File: src/rtl/stap_pkg.sv
// Shared constants for the sTAP configuration TAP: state encodings,
// instruction opcodes, IR capture pattern, config bit indices and decode.
package stap_pkg;

  localparam logic [3:0] S_EX2DR   = 4'h0;
  localparam logic [3:0] S_EX1DR   = 4'h1;
  localparam logic [3:0] S_SHDR    = 4'h2;
  localparam logic [3:0] S_PAUSEDR = 4'h3;
  localparam logic [3:0] S_SELIR   = 4'h4;
  localparam logic [3:0] S_UPDDR   = 4'h5;
  localparam logic [3:0] S_CAPDR   = 4'h6;
  localparam logic [3:0] S_SELDR   = 4'h7;
  localparam logic [3:0] S_EX2IR   = 4'h8;
  localparam logic [3:0] S_EX1IR   = 4'h9;
  localparam logic [3:0] S_SHIR    = 4'hA;
  localparam logic [3:0] S_PAUSEIR = 4'hB;
  localparam logic [3:0] S_RTI     = 4'hC;
  localparam logic [3:0] S_UPDIR   = 4'hD;
  localparam logic [3:0] S_CAPIR   = 4'hE;
  localparam logic [3:0] S_TLR     = 4'hF;

  localparam logic [3:0] OP_BYPASS   = 4'hF;
  localparam logic [3:0] OP_IDCODE   = 4'h1;
  localparam logic [3:0] OP_STAP_CFG = 4'h2;
  localparam logic [3:0] OP_STAP_SEL = 4'h3;

  localparam logic [3:0] IR_CAPTURE = 4'b0101;

  localparam int STAP_EN_BIT = 0;
  localparam int BYPASS_BIT  = 1;

  typedef enum logic [1:0] {
    INS_BYPASS,
    INS_IDCODE,
    INS_STAP_CFG,
    INS_STAP_SEL
  } instr_e;

  // Unknown opcodes fall back to BYPASS so the chain always stays one bit long.
  function automatic instr_e decode_ir(input logic [3:0] code);
    case (code)
      OP_IDCODE:   return INS_IDCODE;
      OP_STAP_CFG: return INS_STAP_CFG;
      OP_STAP_SEL: return INS_STAP_SEL;
      default:     return INS_BYPASS;
    endcase
  endfunction

endpackage

File: src/rtl/tap_fsm.sv
// 16-state 1149.1 TAP controller with one-hot action strobes derived
// directly from the registered state.
module tap_fsm
  import stap_pkg::*;
(
  input  logic       tck,
  input  logic       trst_n,
  input  logic       tms,
  output logic [3:0] state,
  output logic       tlr,
  output logic       cap_dr,
  output logic       sh_dr,
  output logic       upd_dr,
  output logic       cap_ir,
  output logic       sh_ir,
  output logic       upd_ir
);

  logic [3:0] state_nxt;

  // TMS-driven next-state selection.
  always_comb begin
    state_nxt = state;
    case (state)
      S_TLR:     state_nxt = tms ? S_TLR     : S_RTI;
      S_RTI:     state_nxt = tms ? S_SELDR   : S_RTI;
      S_SELDR:   state_nxt = tms ? S_SELIR   : S_CAPDR;
      S_CAPDR:   state_nxt = tms ? S_EX1DR   : S_SHDR;
      S_SHDR:    state_nxt = tms ? S_EX1DR   : S_SHDR;
      S_EX1DR:   state_nxt = tms ? S_UPDDR   : S_PAUSEDR;
      S_PAUSEDR: state_nxt = tms ? S_EX2DR   : S_PAUSEDR;
      S_EX2DR:   state_nxt = tms ? S_UPDDR   : S_SHDR;
      S_UPDDR:   state_nxt = tms ? S_SELDR   : S_RTI;
      S_SELIR:   state_nxt = tms ? S_TLR     : S_CAPIR;
      S_CAPIR:   state_nxt = tms ? S_EX1IR   : S_SHIR;
      S_SHIR:    state_nxt = tms ? S_EX1IR   : S_SHIR;
      S_EX1IR:   state_nxt = tms ? S_UPDIR   : S_PAUSEIR;
      S_PAUSEIR: state_nxt = tms ? S_EX2IR   : S_PAUSEIR;
      S_EX2IR:   state_nxt = tms ? S_UPDIR   : S_SHIR;
      S_UPDIR:   state_nxt = tms ? S_SELDR   : S_RTI;
      default:   state_nxt = S_TLR;
    endcase
  end

  // State register; TRST_N forces Test-Logic-Reset without a clock.
  always_ff @(posedge tck or negedge trst_n) begin
    if (!trst_n) state <= S_TLR;
    else         state <= state_nxt;
  end

  assign tlr    = (state == S_TLR);
  assign cap_dr = (state == S_CAPDR);
  assign sh_dr  = (state == S_SHDR);
  assign upd_dr = (state == S_UPDDR);
  assign cap_ir = (state == S_CAPIR);
  assign sh_ir  = (state == S_SHIR);
  assign upd_ir = (state == S_UPDIR);

endmodule

File: src/rtl/stap_config_tap.sv
// TAP front end for the sTAP stage: instruction register, BYPASS/IDCODE/
// STAP_CFG data registers, config_reg, and the negedge TDO mux.
module stap_config_tap
  import stap_pkg::*;
#(
  parameter int                   IR_WIDTH   = 4,
  parameter int                   CFG_WIDTH  = 8,
  parameter logic [31:0]          IDCODE_VAL = 32'h1000_0001,
  parameter logic [CFG_WIDTH-1:0] CFG_RST    = '0
) (
  input  logic                 TCK,
  input  logic                 TRST_N,
  input  logic                 TMS,
  input  logic                 TDI,
  input  logic                 STDO,
  output logic                 TDO,
  output logic                 TDO_EN,
  output logic [CFG_WIDTH-1:0] config_reg,
  output logic [3:0]           tap_state
);

  logic tlr, cap_dr, sh_dr, upd_dr, cap_ir, sh_ir, upd_ir;

  logic [IR_WIDTH-1:0]  ir;
  logic [IR_WIDTH-1:0]  ir_sh;
  logic                 byp_sh;
  logic [31:0]          id_sh;
  logic [CFG_WIDTH-1:0] cfg_sh;
  logic                 tdo_nxt;
  instr_e               instr;

  tap_fsm u_fsm (
    .tck    (TCK),
    .trst_n (TRST_N),
    .tms    (TMS),
    .state  (tap_state),
    .tlr    (tlr),
    .cap_dr (cap_dr),
    .sh_dr  (sh_dr),
    .upd_dr (upd_dr),
    .cap_ir (cap_ir),
    .sh_ir  (sh_ir),
    .upd_ir (upd_ir)
  );

  assign instr = decode_ir(ir[3:0]);

  // Capture and shift of the IR and DR shift stages; Pause/Exit simply hold.
  always_ff @(posedge TCK or negedge TRST_N) begin
    if (!TRST_N) begin
      ir_sh  <= '0;
      byp_sh <= 1'b0;
      id_sh  <= '0;
      cfg_sh <= '0;
    end else begin
      if (cap_ir)     ir_sh <= IR_WIDTH'(IR_CAPTURE);
      else if (sh_ir) ir_sh <= {TDI, ir_sh[IR_WIDTH-1:1]};

      if (cap_dr) begin
        case (instr)
          INS_IDCODE:   id_sh  <= IDCODE_VAL;
          INS_STAP_CFG: cfg_sh <= config_reg;
          default:      byp_sh <= 1'b0;
        endcase
      end else if (sh_dr) begin
        case (instr)
          INS_IDCODE:   id_sh  <= {TDI, id_sh[31:1]};
          INS_STAP_CFG: cfg_sh <= {TDI, cfg_sh[CFG_WIDTH-1:1]};
          default:      byp_sh <= TDI;
        endcase
      end
    end
  end

  // Instruction and config_reg updates; TLR keeps both pinned to defaults.
  always_ff @(posedge TCK or negedge TRST_N) begin
    if (!TRST_N) begin
      ir         <= IR_WIDTH'(OP_IDCODE);
      config_reg <= CFG_RST;
    end else if (tlr) begin
      ir         <= IR_WIDTH'(OP_IDCODE);
      config_reg <= CFG_RST;
    end else begin
      if (upd_ir) ir <= ir_sh;
      if (upd_dr && (instr == INS_STAP_CFG)) config_reg <= cfg_sh;
    end
  end

  // Select the serial bit presented on TDO; STAP_SEL forwards the secondary chain.
  always_comb begin
    tdo_nxt = 1'b0;
    if (sh_ir) begin
      tdo_nxt = ir_sh[0];
    end else if (sh_dr) begin
      case (instr)
        INS_IDCODE:   tdo_nxt = id_sh[0];
        INS_STAP_CFG: tdo_nxt = cfg_sh[0];
        INS_STAP_SEL: tdo_nxt = STDO;
        default:      tdo_nxt = byp_sh;
      endcase
    end
  end

  // TDO and its enable launch on the falling edge of TCK.
  always_ff @(negedge TCK or negedge TRST_N) begin
    if (!TRST_N) begin
      TDO    <= 1'b0;
      TDO_EN <= 1'b0;
    end else begin
      TDO    <= tdo_nxt;
      TDO_EN <= sh_ir | sh_dr;
    end
  end

endmodule

File: config.mk
export PLATFORM = sky130hd
export DESIGN_NAME = stap_config_tap
export DESIGN_NICKNAME = d
export VERILOG_FILES = /design/src/rtl/stap_pkg.sv /design/src/rtl/tap_fsm.sv /design/src/rtl/stap_config_tap.sv
export SDC_FILE = /design/constraint.sdc
export NUM_CORES = 1
export LEC_CHECK = 0
export BUFFER_PORTS_ARGS = -buffer_cell sky130_fd_sc_hd__buf_2
export CORE_MARGIN = 1.5
export CORE_UTILIZATION = 60
export CTS_BUF_LIST = sky130_fd_sc_hd__clkbuf_8 sky130_fd_sc_hd__clkbuf_16
export DETAILED_ROUTE_END_ITERATION = 8
export HOLD_SLACK_MARGIN = 0.08
export PLACE_DENSITY = 0.88
export REMOVE_ABC_BUFFERS = 1
export SYNTH_ARGS = -nofsm -noshare
export SYNTH_HDL_FRONTEND = slang
export SYNTH_HIERARCHICAL = 1
export SYNTH_SLANG_ARGS = --single-unit
File: constraint.sdc
create_clock -name TCK -period 3.4 [get_ports TCK]
set_clock_uncertainty 0.05 [all_clocks]
set_input_delay 0.34 -clock TCK [delete_from_list [all_inputs] [get_ports TCK]]
set_output_delay 0.34 -clock TCK [all_outputs]
set_load 0.005 [all_outputs]
After elaboration in Yosys (flattened, before gate mapping)
Index checks and enable logic that the tools add are counted.

Bits in registers: 63. Logic and storage cells: 81.

Bitwise logic cells: 1. Equality and inequality tests: 23. Muxes and demuxes: 35. Reductions and logical operators: 13.

Operators with widths (number): $mux W32 (4); $mux W8 (6); $pmux W4 S12 (1); $eq A4 B4 Y1 const B (8); $mux W4 (5); $eq A4 B2 Y1 const B (4); $eq A4 B3 Y1 const B (4); $mux W2 (6); $mux W3 (4); $eq A4 B1 Y1 const B (2); $reduce_bool A2 Y1 (4); $mux W1 (7); $pmux W2 S3 (1); $reduce_or A2 Y1 (3); $eq A2 B2 Y1 const B (2); $logic_not A4 Y1 (1); $ne A2 B2 Y1 const B (2); $reduce_and A2 Y1 (2); $pmux W1 S3 (1); $reduce_and A3 Y1 (1); $reduce_or A3 Y1 (1); $eq A2 B1 Y1 const B (1); $logic_and A1 B1 Y1 (1); $or A1 B1 Y1 (1).

Depth between registers and ports, before layout
Depth in word-level cells: 7. Depth in mapped cells: 8.

Hierarchy
Netlist, hierarchy kept.

Modules (own cells, without submodules): stap_config_tap (instances 1, cells each 268, sequential area each 1477.7 µm², area each 2605.0 µm²); tap_fsm (instances 1, cells each 30, sequential area each 105.1 µm², area each 250.2 µm²).

==> flow_metrics.env <==
export IMPL_coreArea_sq_um=4470
export IMPL_path_delay_family="compound AO/OA/AOI/OAI gates"
export IMPL_drt_iter0_markers=192
export IMPL_drive_above_1_share=0.165
export IMPL_cp_slowest_cell="dfrtp_1"
export IMPL_synth_async_reset_ratio=1.00
export IMPL_max_stage_delay_ns=0.40
export IMPL_clock_path_buffers=2
export IMPL_clkSlewWorstSetupHoldPaths_ns=0.07
export IMPL_vias=2128
export IMPL_largest_reg_flops=32
export IMPL_seq_area_frac_synth=0.554
export IMPL_internal_power_mw=1.50
export IMPL_grt_overflow=0
export IMPL_top_level_ports=19
export IMPL_slew_headroom=0.454
export IMPL_synth_edf_count=0
export IMPL_globalplace_congestion=0.774
export IMPL_mostFrequentLayoutCells="nand2_1, dfrtp_1, nand2b_1"
export IMPL_ys_types=34
export IMPL_yosysWarnings=6
export IMPL_clockRootBuffer="clkbuf_8"
export IMPL_p_total_mw=2.24
export IMPL_ys_ff_latch=63
export IMPL_final_setup_viol_count=0
export IMPL_cts_post_setup_buffers_inserted=0
export IMPL_grt_pass1_vias=2130
export IMPL_dieArea_sq_um=5180
export IMPL_synth_cell_area_sq_um=2860
export IMPL_vdd_drop_max_mv=0.505
export IMPL_final_cells=373
export IMPL_synth_avg_cell_area_sq_um=9.58
export IMPL_cellPowerDensity_nw_per_um2=700
export IMPL_cp_start_kind="register"
export IMPL_worstSetupPathType="reg -> reg"
export IMPL_via_per_inst=5.71
export IMPL_p_switching_mw=0.743
export IMPL_grt_usage=0.240
export IMPL_maxCapViolations=0
export IMPL_diodes=0
export IMPL_synth_area_top_cells="dfrtp_1, nand2_1, nand2b_1"
export IMPL_port_buffers=18
export IMPL_wire_per_inst_um=14.6
export IMPL_nets=326
export IMPL_critPathMaxFanout=3
export IMPL_layout_commonest_cell="nand2_1"
export IMPL_initial_utilization=0.638
export IMPL_post_dp_hpwl_um=3460
export IMPL_dp_cells=357
export IMPL_clk_latency_ns=0.33
export IMPL_detail_route_antenna_nets=0
export IMPL_die_h_um=72.0
export IMPL_rsz0062_at_grt="no"
export IMPL_p_sw_frac=0.331
export IMPL_synth_top_area_frac=0.491
export IMPL_end_kind="register"
export IMPL_syn_inst=298
export IMPL_crit_path_cell_trace="nor2_1 > nand2_1 > ha_1 > a22o_1 > a211oi_2 > o31ai_1"
export IMPL_cts_buffers=9
export IMPL_final_core_util=0.716
export IMPL_grt_max_degree=65
export IMPL_firstDrtPassIters=4
export IMPL_hold_path_class="in -> reg"
export IMPL_antenna_found_initial=0
export IMPL_worst_pin_slew_ns=0.816
export IMPL_status="finished clean"
export IMPL_yosys_area_top_type="dfrtp_1"
export IMPL_clock_sinks=63
export IMPL_pwr_share_clk=0.285
export IMPL_slew_violations=0
export IMPL_crit_required_ns=1.80
export IMPL_grt_pass1_wl_um=9520
export IMPL_h_tree_depth=3
export IMPL_hold_violations=0
export IMPL_ys_flop_type="dfrtp_1"
export IMPL_pwr_share_seq=0.439
export IMPL_drc=0
export IMPL_critical_path_arrival_ns=1.68
export IMPL_wl_um=5430
export IMPL_cp_num_buf_inv=0
export IMPL_tritoncts="done"
export IMPL_die_w_um=72.0
export IMPL_syn2layout_area_growth_pct=12.2
export IMPL_rows=24
export IMPL_p_leak_nw=1.48
export IMPL_pwr_share_comb=0.277
per-stage QoR:
| stage | setup TNS, ns | worst slack (ns) | hold WS [ns] | area [sq um] |
|---|---|---|---|---|
| after floorplan | -33.56 | -0.978 | -0.00559 | 2770 |
| after global placement | 0 | 0.175 | 0.209 | 2990 |
| after detailed placement | 0 | 0.110 | 0.217 | 2990 |
| after CTS | 0 | 0.0850 | 0.250 | 3200 |
| after global routing | 0 | 0.0187 | 0.263 | 3200 |
| final | 0 | 0.118 | 0.263 | 3200 |
kinds of logic (layout without fill, tap and decap cells):
kind of cell | Yosys count | count (layout) | share of synthesized area
mux | 6 | 6 | 0.0215
fa+ha+maj | 4 | 4 | 0.0175
compound gates | 67 | 67 | 0.145
simple gates | 131 | 131 | 0.221
flops | 63 | 63 | 0.554
buf+inv | 27 | 50 | 0.0408
repair_timing:
action,in CTS,in global routing
endpoints found under the setup margin,0,1
gates resized for setup,0,1
hold endpoints to repair,7,0
hold buffers,1,0
worst min-delay path, cell delays in order:
cell	delay (ns)
buf_2	0.13
nand2b_1	0.07
o21ai_1	0.06
per-layer routing:
layer,track usage,part of all wire,up-vias
met5,0,0,-
li1,-,-,1030
met2,0.397,0.51,38
met1,0.313,0.44,1052
met4,0.0755,0.012,0
met3,0.0625,0.039,8
synth_stat cells, types with 3 or more instances:
cell      count
nor2_1       11
nand3_1      10
nand2_1      62
dfstp_2       5
nor3_1        3
mux2i_1       5
nand2b_1     30
o21ai_1      15
a22o_1       10
ha_1          4
a211o_1       3
clkbuf_1      6
nor2b_1       4
a21oi_1       8
o21ai_0      21
nand3b_1      7
inv_1         9
buf_2        10
dfrtp_1      56
power by group through the flow:
| stage | clock, mW | sequential, mW | combinational [mW] |
|---|---|---|---|
| 3_5_place_dp | 0 | 0.995 | 0.607 |
| 2_1_floorplan | 0 | 0.981 | 0.411 |
| 6_report | 0.638 | 0.984 | 0.620 |
| 4_1_cts | 0.651 | 0.983 | 0.615 |
| 5_1_grt | 0.685 | 1.00 | 0.699 |
| 3_3_place_gp | 0 | 0.984 | 0.579 |
layout make-up:
class,instances,area [sq um]
Timing Repair Buffer,26,153
Fill cell,331,1270
Tap cell,52,65.1
Sequential cell,63,1580
Multi-Input combinational cell,208,1170
Clock inverter,5,58.8
Inverter,9,33.8
Clock buffer,10,138
path summary, 6_finish.rpt:
check | startpoint | endpoint | slack (ns) | cells past startpoint
worst max-delay path | ir[2]$_DFFE_PN0P_ | TDO$_DFF_NN0_ | 0.12 | 6
worst min-delay path | TDI | id_sh[31]$_DFFE_PN0P_ | 0.26 | 3
worst max register to register | ir[2]$_DFFE_PN0P_ | TDO$_DFF_NN0_ | 0.12 | 6
max in group asynchronous | TRST_N | TDO_EN$_DFF_NN0_ | 1.01 | 2
min in group asynchronous | TRST_N | ir[1]$_DFFE_PN0P_ | 0.40 | 2
worst min register to register | id_sh[8]$_DFFE_PN0P_ | id_sh[8]$_DFFE_PN0P_ | 0.44 | 2
(Power assumes the default switching activity.)
